$ cat src/rtl/imem_loader.sv
// rtl/imem_loader.sv - framed byte stream to IMEM word writer with core hold
module imem_loader #(
   parameter logic [31:0] BASE_ADDR = 32'h0000_0000,
   parameter int          DEPTH     = 256,
   parameter logic [7:0]  SYNC_BYTE = 8'hA5
) (
   input  logic        clk,
   input  logic        reset,
   input  logic        in_valid,
   input  logic [7:0]  in_data,
   output logic        in_ready,
   output logic        imem_we,
   output logic [31:0] imem_addr,
   output logic [31:0] imem_wdata,
   output logic        core_hold,
   output logic        load_done,
   output logic        load_err,
   output logic [15:0] words_loaded
);

   typedef enum logic [2:0] {
      S_IDLE, S_LEN_LO, S_LEN_HI, S_DATA, S_CHECK, S_DONE, S_ERR
   } state_t;

   // One extra bit so a 16-bit length can be compared against DEPTH without truncation.
   localparam logic [16:0] DEPTH_W = 17'(DEPTH);

   state_t      state_q, state_d;
   logic [15:0] len_q, len_d;
   logic [7:0]  chk_q, chk_d;
   logic [1:0]  lane_q, lane_d;
   logic [23:0] word_q, word_d;
   logic        in_ready_q, in_ready_d;
   logic        imem_we_q, imem_we_d;
   logic [31:0] imem_addr_q, imem_addr_d;
   logic [31:0] imem_wdata_q, imem_wdata_d;
   logic        core_hold_q, core_hold_d;
   logic        load_done_q, load_done_d;
   logic        load_err_q, load_err_d;
   logic [15:0] words_loaded_q, words_loaded_d;
   logic        accept;

   // Frame parser: next state, checksum, word assembly and write strobe generation.
   always_comb begin
      state_d        = state_q;
      len_d          = len_q;
      chk_d          = chk_q;
      lane_d         = lane_q;
      word_d         = word_q;
      imem_we_d      = 1'b0;
      imem_addr_d    = imem_addr_q;
      imem_wdata_d   = imem_wdata_q;
      words_loaded_d = words_loaded_q;
      accept         = in_valid && in_ready_q;

      case (state_q)
         S_IDLE: begin
            if (accept && (in_data == SYNC_BYTE)) begin
               state_d = S_LEN_LO;
               chk_d   = 8'd0;
               lane_d  = 2'd0;
            end
         end
         S_LEN_LO: begin
            if (accept) begin
               len_d[7:0] = in_data;
               chk_d      = chk_q ^ in_data;
               state_d    = S_LEN_HI;
            end
         end
         S_LEN_HI: begin
            if (accept) begin
               len_d = {in_data, len_q[7:0]};
               chk_d = chk_q ^ in_data;
               if ({1'b0, len_d} > DEPTH_W) begin
                  state_d = S_ERR;
               end else if (len_d == 16'd0) begin
                  state_d = S_CHECK;
               end else begin
                  state_d = S_DATA;
               end
            end
         end
         S_DATA: begin
            if (accept) begin
               chk_d = chk_q ^ in_data;
               if (lane_q == 2'd3) begin
                  // Address uses the count before this word is added.
                  imem_we_d      = 1'b1;
                  imem_wdata_d   = {in_data, word_q};
                  imem_addr_d    = BASE_ADDR + {14'd0, words_loaded_q, 2'b00};
                  words_loaded_d = words_loaded_q + 16'd1;
                  lane_d         = 2'd0;
                  if (words_loaded_d == len_q) begin
                     state_d = S_CHECK;
                  end
               end else begin
                  case (lane_q)
                     2'd0:    word_d[7:0]   = in_data;
                     2'd1:    word_d[15:8]  = in_data;
                     default: word_d[23:16] = in_data;
                  endcase
                  lane_d = lane_q + 2'd1;
               end
            end
         end
         S_CHECK: begin
            if (accept) begin
               state_d = (in_data == chk_q) ? S_DONE : S_ERR;
            end
         end
         default: ;
      endcase

      // Status outputs follow the state being entered so they change with it.
      in_ready_d  = (state_d != S_DONE) && (state_d != S_ERR);
      core_hold_d = (state_d != S_DONE);
      load_done_d = (state_d == S_DONE);
      load_err_d  = (state_d == S_ERR);
   end

   // State and registered outputs; reset drops any partial frame immediately.
   always_ff @(posedge clk or negedge reset) begin
      if (!reset) begin
         state_q        <= S_IDLE;
         len_q          <= 16'd0;
         chk_q          <= 8'd0;
         lane_q         <= 2'd0;
         word_q         <= 24'd0;
         in_ready_q     <= 1'b0;
         imem_we_q      <= 1'b0;
         imem_addr_q    <= BASE_ADDR;
         imem_wdata_q   <= 32'd0;
         core_hold_q    <= 1'b1;
         load_done_q    <= 1'b0;
         load_err_q     <= 1'b0;
         words_loaded_q <= 16'd0;
      end else begin
         state_q        <= state_d;
         len_q          <= len_d;
         chk_q          <= chk_d;
         lane_q         <= lane_d;
         word_q         <= word_d;
         in_ready_q     <= in_ready_d;
         imem_we_q      <= imem_we_d;
         imem_addr_q    <= imem_addr_d;
         imem_wdata_q   <= imem_wdata_d;
         core_hold_q    <= core_hold_d;
         load_done_q    <= load_done_d;
         load_err_q     <= load_err_d;
         words_loaded_q <= words_loaded_d;
      end
   end

   assign in_ready     = in_ready_q;
   assign imem_we      = imem_we_q;
   assign imem_addr    = imem_addr_q;
   assign imem_wdata   = imem_wdata_q;
   assign core_hold    = core_hold_q;
   assign load_done    = load_done_q;
   assign load_err     = load_err_q;
   assign words_loaded = words_loaded_q;

endmodule

$ cat config.mk
export PLATFORM = sky130hd
export DESIGN_NAME = imem_loader
export DESIGN_NICKNAME = d
export VERILOG_FILES = /design/src/rtl/imem_loader.sv
export SDC_FILE = /design/constraint.sdc
export NUM_CORES = 1
export LEC_CHECK = 0
export ABC_AREA = 1
export CELL_PAD_IN_SITES_DETAIL_PLACEMENT = 1
export CELL_PAD_IN_SITES_GLOBAL_PLACEMENT = 1
export CORE_ASPECT_RATIO = 0.6
export CORE_MARGIN = 3
export CORE_UTILIZATION = 42
export CTS_BUF_LIST = sky130_fd_sc_hd__clkbuf_16
export DETAILED_ROUTE_END_ITERATION = 8
export GPL_TIMING_DRIVEN = 0
export HOLD_SLACK_MARGIN = 0.05
export PLACE_DENSITY = 0.95
export SYNTH_ARGS = -nofsm -noshare
export SYNTH_HDL_FRONTEND = slang
export SYNTH_SLANG_ARGS = --single-unit
$ cat constraint.sdc
create_clock -name clk -period 5.2 [get_ports clk]
set_input_delay 1.04 -clock clk [delete_from_list [all_inputs] [get_ports clk]]
set_output_delay 1.04 -clock clk [all_outputs]
set_load 0.02 [all_outputs]
==> flow_metrics.py, run 1 <==
metrics = {
    "worst_setup_path": {
        "r2r_start": "words_loaded[1]",
        "required_ns": 5.51,
        "path_class": "input pin to register",
        "crit_arrival_ns": 3.26,
        "cp-end-kind": "register",
        "reg2reg_to": "in_ready",
        "r2r_cells": 16,
        "critPathMaxFanout": 10,
        "start_kind": "input pin",
        "rrSetupSlack_ns": 2.49,
    },
    "global_routing": {
        "grt_overflow": 0,
        "grt_pass1_vias": 5923,
        "antenna_found_initial": 0,
        "grt_usage_pct": 27.2,
        "grt_pass1_wl_microns": 31200,
        "grt_max_degree": 64,
    },
    "synth": {
        "ys_async_sr_fraction_pct": 100,
        "yosysWarnings": 0,
        "synth.ff_latch_count": 122,
        "ys.flop_type": "dfrtp_1",
        "synthCells": 689,
        "synth_area_sq_mm": 0.00568,
        "synth_top_area_share_pct": 53.3,
        "synth_area_per_cell_sq_um": 8.24,
        "seq_area_frac_synth_pct": 53.8,
        "yosys.cell_types.count": 29,
        "synth_edf_count": 0,
        "synth_commonest_cells": "nand2_1, dfrtp_1, o21ai_0",
        "yosysMostFrequentCell": "nand2_1",
        "yosys.area.top_type": "dfrtp_1",
        "synthTopCellsByArea": "dfrtp_1, nand2_1, o21ai_0",
    },
    "timing": {
        "slew_violations": 0,
        "worst_pin_slew_ns": 0.629,
        "setup_viol": 0,
        "finalClockSkew_ns": 0.00815,
        "fin_crit_ns": 2.96,
        "maxSlewHeadroom_pct": 58.1,
        "rsz0062_at_grt": "no",
        "fin_tns_setup_ns": 0,
        "fin_crit_sh_pct": 56.8,
        "hold_viol_final": 0,
        "max_freq_ghz": 0.338,
    },
    "routing": {
        "wl_per_cell_microns": 19.7,
        "viasPerCell": 5.36,
        "ant_nets": 0,
        "vias": 5284,
        "wl_microns": 19500,
        "first_iter_violations": 346,
        "drt_pass1_iterations": 5,
        "drc": 0,
    },
    "run_status": {
        "status": "completed",
    },
    "floorplan": {
        "core_region_area_sq_mm": 0.0130,
        "die_area_sq_mm": 0.0150,
        "pin_count": 96,
        "start_util_pct": 43.6,
        "die-height_microns": 96.1,
        "die_w_microns": 156,
        "placementRows": 32,
    },
    "clock_tree": {
        "cts_buffers": 17,
        "post_cts_buffers": 0,
        "cts-root-buf": "clkbuf_16",
        "ctsResizeCount": 0,
        "path_clk_slew_ns": 0.06,
        "cts_hold_buf": 0,
        "cts_num_sinks": 122,
        "htreeDepth": 4,
        "cts_buffer_depth": 2,
        "cts_tree": "done",
        "worst_skew_pair.late_latency_ns": 0.43,
    },
    "place": {
        "placed_cells": 954,
        "port-buffer-count": 79,
        "gp_congestion": 0.905,
        "dp_hpwl_microns": 13300,
    },
    "power": {
        "vdd_drop_max_mv": 0.222,
        "p_leak_nw": 3.55,
        "cellPowerDensity_mw_per_mm2": 331,
        "finalPower_w": 0.00244,
    },
    "cells_and_area": {
        "final_cells": 986,
        "syn2layout_area_growth_pct": 29.6,
        "finalNetCount": 819,
        "drive_above_1_share_pct": 9.56,
        "fillers": 1563,
        "antennaDiodeCount": 0,
        "utilization_pct": 56.5,
    },
    "worst_hold_path": {
        "hold-path-cell-count": 2,
        "hold_start": "imem_wdata[20]",
        "hold_class": "register to register",
        "hold_end": "imem_wdata[20]",
    },
    "job": {
        "drv_cap": 0,
    },
}
==> report_power, final <==
| group | total, W | switching [W] | internal, W |
|---|---|---|---|
| logic | 0.000242 | 0.000164 | 0.0000779 |
| clock network | 0.00120 | 0.000487 | 0.000716 |
| registers | 0.000993 | 0.0000185 | 0.000975 |
| total | 0.00244 | 0.000670 | 0.00177 |
==> layout by cell type, fill, tap and decap left out, types with 2 or more instances in the layout <==
| cell type | synthesis | final |
|---|---|---|
| clkbuf_1 | 15 | 15 |
| clkinv_4 | 0 | 4 |
| o21ai_0 | 81 | 81 |
| inv_1 | 48 | 48 |
| inv_2 | 5 | 5 |
| dfrtp_1 | 121 | 121 |
| nor3_1 | 6 | 6 |
| xor2_1 | 10 | 10 |
| nor2_4 | 4 | 4 |
| clkdlybuf4s50_1 | 0 | 78 |
| nand3_1 | 54 | 54 |
| ha_1 | 5 | 5 |
| a21oi_1 | 4 | 4 |
| bufinv_16 | 0 | 2 |
| clkinv_1 | 1 | 2 |
| nor2_2 | 6 | 6 |
| nand4_1 | 11 | 11 |
| nor2_1 | 32 | 32 |
| clkbuf_16 | 0 | 17 |
| inv_6 | 0 | 5 |
| nand2_1 | 244 | 244 |
| buf_2 | 4 | 4 |
| conb_1 | 1 | 16 |
| xnor2_1 | 4 | 4 |
| nand3b_1 | 3 | 3 |
| buf_4 | 16 | 16 |
| nand2_2 | 7 | 7 |
==> through the flow <==
stage               worst slack (ns)  hold WS, ns  instance area [sq um]
floorplan                       2.94        0.449                   5730
global placement               -1.48        0.453                   6740
detailed placement              1.87        0.467                   6770
CTS                             2.27        0.482                   7360
global route                    2.09        0.497                   7360
finish                          2.24        0.473                   7360
==> worst max path at each step <==
| stage | cells past startpoint | end | start | slack (ns) |
|---|---|---|---|---|
| floorplan | 9 | in_ready | in_data[3] | 2.94 |
| global placement | 1 | load_done | reset | -1.48 |
| detailed placement | 10 | imem_wdata[7] | in_valid | 1.87 |
| CTS | 10 | imem_wdata[12] | in_valid | 2.27 |
| global route | 13 | in_ready | in_data[7] | 2.09 |
| finish | 10 | imem_wdata[12] | in_valid | 2.24 |
==> state kept, by name, summed over array words and instances, names as in the netlist, 2 cells and up <==
name          flops
chk_q             8
imem_addr        16
imem_wdata       32
lane_q            2
len_q            16
state_q           3
word_q           24
words_loaded     16
==> cells by family (layout without fill, tap and decap cells) <==
| logic type | after synthesis | after routing | synth area share, % |
|---|---|---|---|
| AND/OR/NAND/NOR | 369 | 369 | 27.6 |
| other | 1 | 16 | 0.0660 |
| XOR/XNOR | 15 | 15 | 2.56 |
| adder cells (fa/ha/maj) | 5 | 5 | 1.10 |
| buffers and inverters | 89 | 201 | 7.03 |
| flip-flops | 122 | 122 | 53.8 |
| AO/OA/AOI/OAI | 88 | 88 | 7.87 |
==> cell type report <==
| type | count | area, sq um | area share (%) |
|---|---|---|---|
| flip-flops and latches | 122 | 3050 | 41.5 |
| multi-input cells | 493 | 2280 | 31.0 |
| repair buffers | 80 | 820 | 11.1 |
| clock buffers | 17 | 425 | 5.78 |
| well taps | 170 | 213 | 2.89 |
| inverters | 54 | 203 | 2.75 |
| plain buffers | 35 | 196 | 2.67 |
| clock inverters | 15 | 166 | 2.26 |
==> worst max-delay path: stages <==
cell	delay [ns]
clkdlybuf4s50_1	0.45
nand2_1	0.22
clkinv_1	0.25
nand2_1	0.10
nor2_1	0.41
inv_2	0.14
buf_2	0.24
buf_2	0.23
nand2_1	0.11
nand2_1	0.07
==> per-layer routing <==
layer  vias up  GRT usage (%)  wire length, microns
li1       2396              -                     -
met1      2669           34.8                  8500
met2       185           46.0                  9490
met3        34           6.65                  1120
met4         0           9.03                   335
met5         -              0                     0
No activity file was read; power rests on OpenSTA's default activity.
==> run 2: changes to the inputs <==
--- a/config.mk
+++ b/config.mk
@@ -10,12 +10,12 @@
 export CELL_PAD_IN_SITES_GLOBAL_PLACEMENT = 1
 export CORE_ASPECT_RATIO = 0.6
 export CORE_MARGIN = 3
-export CORE_UTILIZATION = 42
+export CORE_UTILIZATION = 39
 export CTS_BUF_LIST = sky130_fd_sc_hd__clkbuf_16
 export DETAILED_ROUTE_END_ITERATION = 8
 export GPL_TIMING_DRIVEN = 0
 export HOLD_SLACK_MARGIN = 0.05
-export PLACE_DENSITY = 0.95
+export PLACE_DENSITY = 0.9
 export SYNTH_ARGS = -nofsm -noshare
 export SYNTH_HDL_FRONTEND = slang
 export SYNTH_SLANG_ARGS = --single-unit
==> constraint.sdc (replaced) <==
create_clock -name clk -period 3 [get_ports clk]
set_input_delay 0.6 -clock clk [delete_from_list [all_inputs] [get_ports clk]]
set_output_delay 0.6 -clock clk [all_outputs]
set_load 0.02 [all_outputs]
==> run 2 against run 1 <==
Non-clock buffer count grew 1. Worst setup slack lost 1.9 ns. Cell count grew 2.3%. Wire length shrank 9.0%. Critical path type unchanged. Highest routed layer unchanged.
==> flow_metrics.py, run 2 (same netlist as run 1, synthesis figures left out) <==
metrics = {
    "cells_and_area": {
        "antennaDiodeCount": 0,
        "final_cell_mix": "nand2_1, dfrtp_1, o21ai_0",
        "drive_above_1_share_pct": 9.67,
        "largest_register_ffs": 32,
        "final_cells": 1009,
        "finalNetCount": 820,
        "layout_commonest_cell": "nand2_1",
        "syn2layout_area_growth_pct": 30.0,
        "utilization_pct": 52.9,
    },
    "timing": {
        "fin_crit_sh_pct": 87.1,
        "finalClockSkew_ns": 0.0104,
        "fin_crit_ns": 2.61,
        "slew_violations": 0,
        "worst_pin_slew_ns": 0.606,
        "maxSlewHeadroom_pct": 59.6,
        "layout_setup_ws_ns": 0.386,
        "max_freq_ghz": 0.383,
        "hold_viol_final": 0,
        "rsz0062_at_grt": "no",
        "setup_viol": 0,
        "whs_ns": 0.472,
    },
    "global_routing": {
        "grt_pass1_wl_microns": 28600,
        "grt_usage_pct": 22.9,
        "grt_max_degree": 102,
        "antenna_found_initial": 0,
        "grt_pass1_vias": 5399,
        "grt_overflow": 0,
    },
    "routing": {
        "drt_pass1_iterations": 5,
        "viasPerCell": 5.18,
        "first_iter_violations": 373,
        "ant_nets": 0,
        "vias": 5223,
        "drc": 0,
        "wl_microns": 17700,
        "wl_per_cell_microns": 17.5,
    },
    "power": {
        "finalPower_w": 0.00416,
        "vdd_drop_max_mv": 0.430,
        "cellPowerDensity_mw_per_mm2": 564,
        "p_leak_nw": 3.55,
    },
    "clock_tree": {
        "path_clk_slew_ns": 0.07,
        "cts-root-buf": "clkbuf_16",
        "cts_tree": "done",
        "cts_buffers": 17,
        "htreeDepth": 4,
        "ctsResizeCount": 0,
        "cts_buffer_depth": 2,
        "worst_skew_pair.late_latency_ns": 0.43,
        "cts_num_sinks": 122,
    },
    "worst_setup_path": {
        "crit_arrival_ns": 2.92,
        "required_ns": 3.31,
        "path_class": "input pin to register",
        "cp_slowest_stage_delay_ns": 0.49,
        "cp_common_cell": "nand2_1",
        "critPathBufInv": 4,
        "critPathMaxFanout": 10,
        "cp.depth": 8,
        "path_delay_family": "buffers and inverters",
        "start_kind": "input pin",
        "crit_slowest_cell": "nor2_1",
        "r2r_cells": 9,
        "rrSetupSlack_ns": 0.45,
        "path_cells": "clkdlybuf4s50_1 -> nand2_1 -> clkinv_1 -> nand2_1 -> nor2_1 -> inv_2 -> clkbuf_1 -> o21ai_0",
        "cp-end-kind": "register",
    },
    "floorplan": {
        "placementRows": 33,
        "die_w_microns": 162,
        "die-height_microns": 99.5,
        "pin_count": 96,
        "die_area_sq_mm": 0.0161,
        "core_region_area_sq_mm": 0.0140,
        "start_util_pct": 40.7,
    },
    "place": {
        "port-buffer-count": 79,
        "dp_hpwl_microns": 12400,
        "place_ws_ns": 0.0442,
        "placed_cells": 976,
        "gp_congestion": 0.886,
    },
    "job": {
        "drv_cap": 0,
    },
    "worst_hold_path": {
        "hold-path-cell-count": 2,
        "hold_class": "register to register",
    },
    "run_status": {
        "status": "completed",
    },
}
run 2: path summary, 6_finish.rpt:
| kind | start | to |
|---|---|---|
| max in group asynchronous | reset | core_hold |
| min in group asynchronous | reset | words_loaded[2] |
| worst max-delay path | in_valid | imem_wdata[24] |
| worst min register to register | imem_wdata[16] | imem_wdata[16] |
| worst max register to register | state_q[0] | imem_wdata[24] |
| worst min-delay path | imem_wdata[16] | imem_wdata[16] |
run 2: stage by stage:
step	setup TNS (ns)	cell area, sq um
floorplan	0	5730
detailed placement	0	6790
global placement	-413.99	6770
CTS	0	7380
global route	0	7380
finish	0	7380
run 2: layout make-up:
cell class,instances,area [sq um]
well taps,192,240
inverters,54,203
flip-flops and latches,122,3050
repair buffers,81,830
clock inverters,15,154
plain buffers,35,196
multi-input cells,493,2280
clock buffers,17,425
fillers,1690,6570
run 2: routing by layer:
layer | up-vias | part of all wire, % | global-route usage (%)
met5 | - | 0 | 0
met4 | 0 | 1.3 | 6.16
met3 | 23 | 7.3 | 6.20
met2 | 184 | 45 | 35.3
met1 | 2602 | 46 | 32.1
li1 | 2414 | - | -
run 2: report_power, final:
part / switching, W / leakage, nW / total, W / internal, W
registers: 0.0000264 / 1.65 / 0.00172 / 0.00169
clock network: 0.000871 / 0.281 / 0.00204 / 0.00117
logic: 0.000270 / 1.62 / 0.000405 / 0.000136
total: 0.00117 / 3.55 / 0.00416 / 0.00300
run 2: worst register-to-register path, cell delays in order (launching register included):
cell and delay (ns):
dfrtp_1 0.43, inv_2 0.07, nor2_1 0.09, inv_1 0.08
nor2_2 0.31, nand2_1 0.16, nor2_1 0.49, inv_2 0.15
clkbuf_1 0.32, o21ai_0 0.34
run 2: repair_timing:
| item | in CTS | in global routing |
|---|---|---|
| hold buffers | 1 | 0 |
| endpoints found under the hold margin | 21 | 0 |
| setup buffers | 0 | 0 |
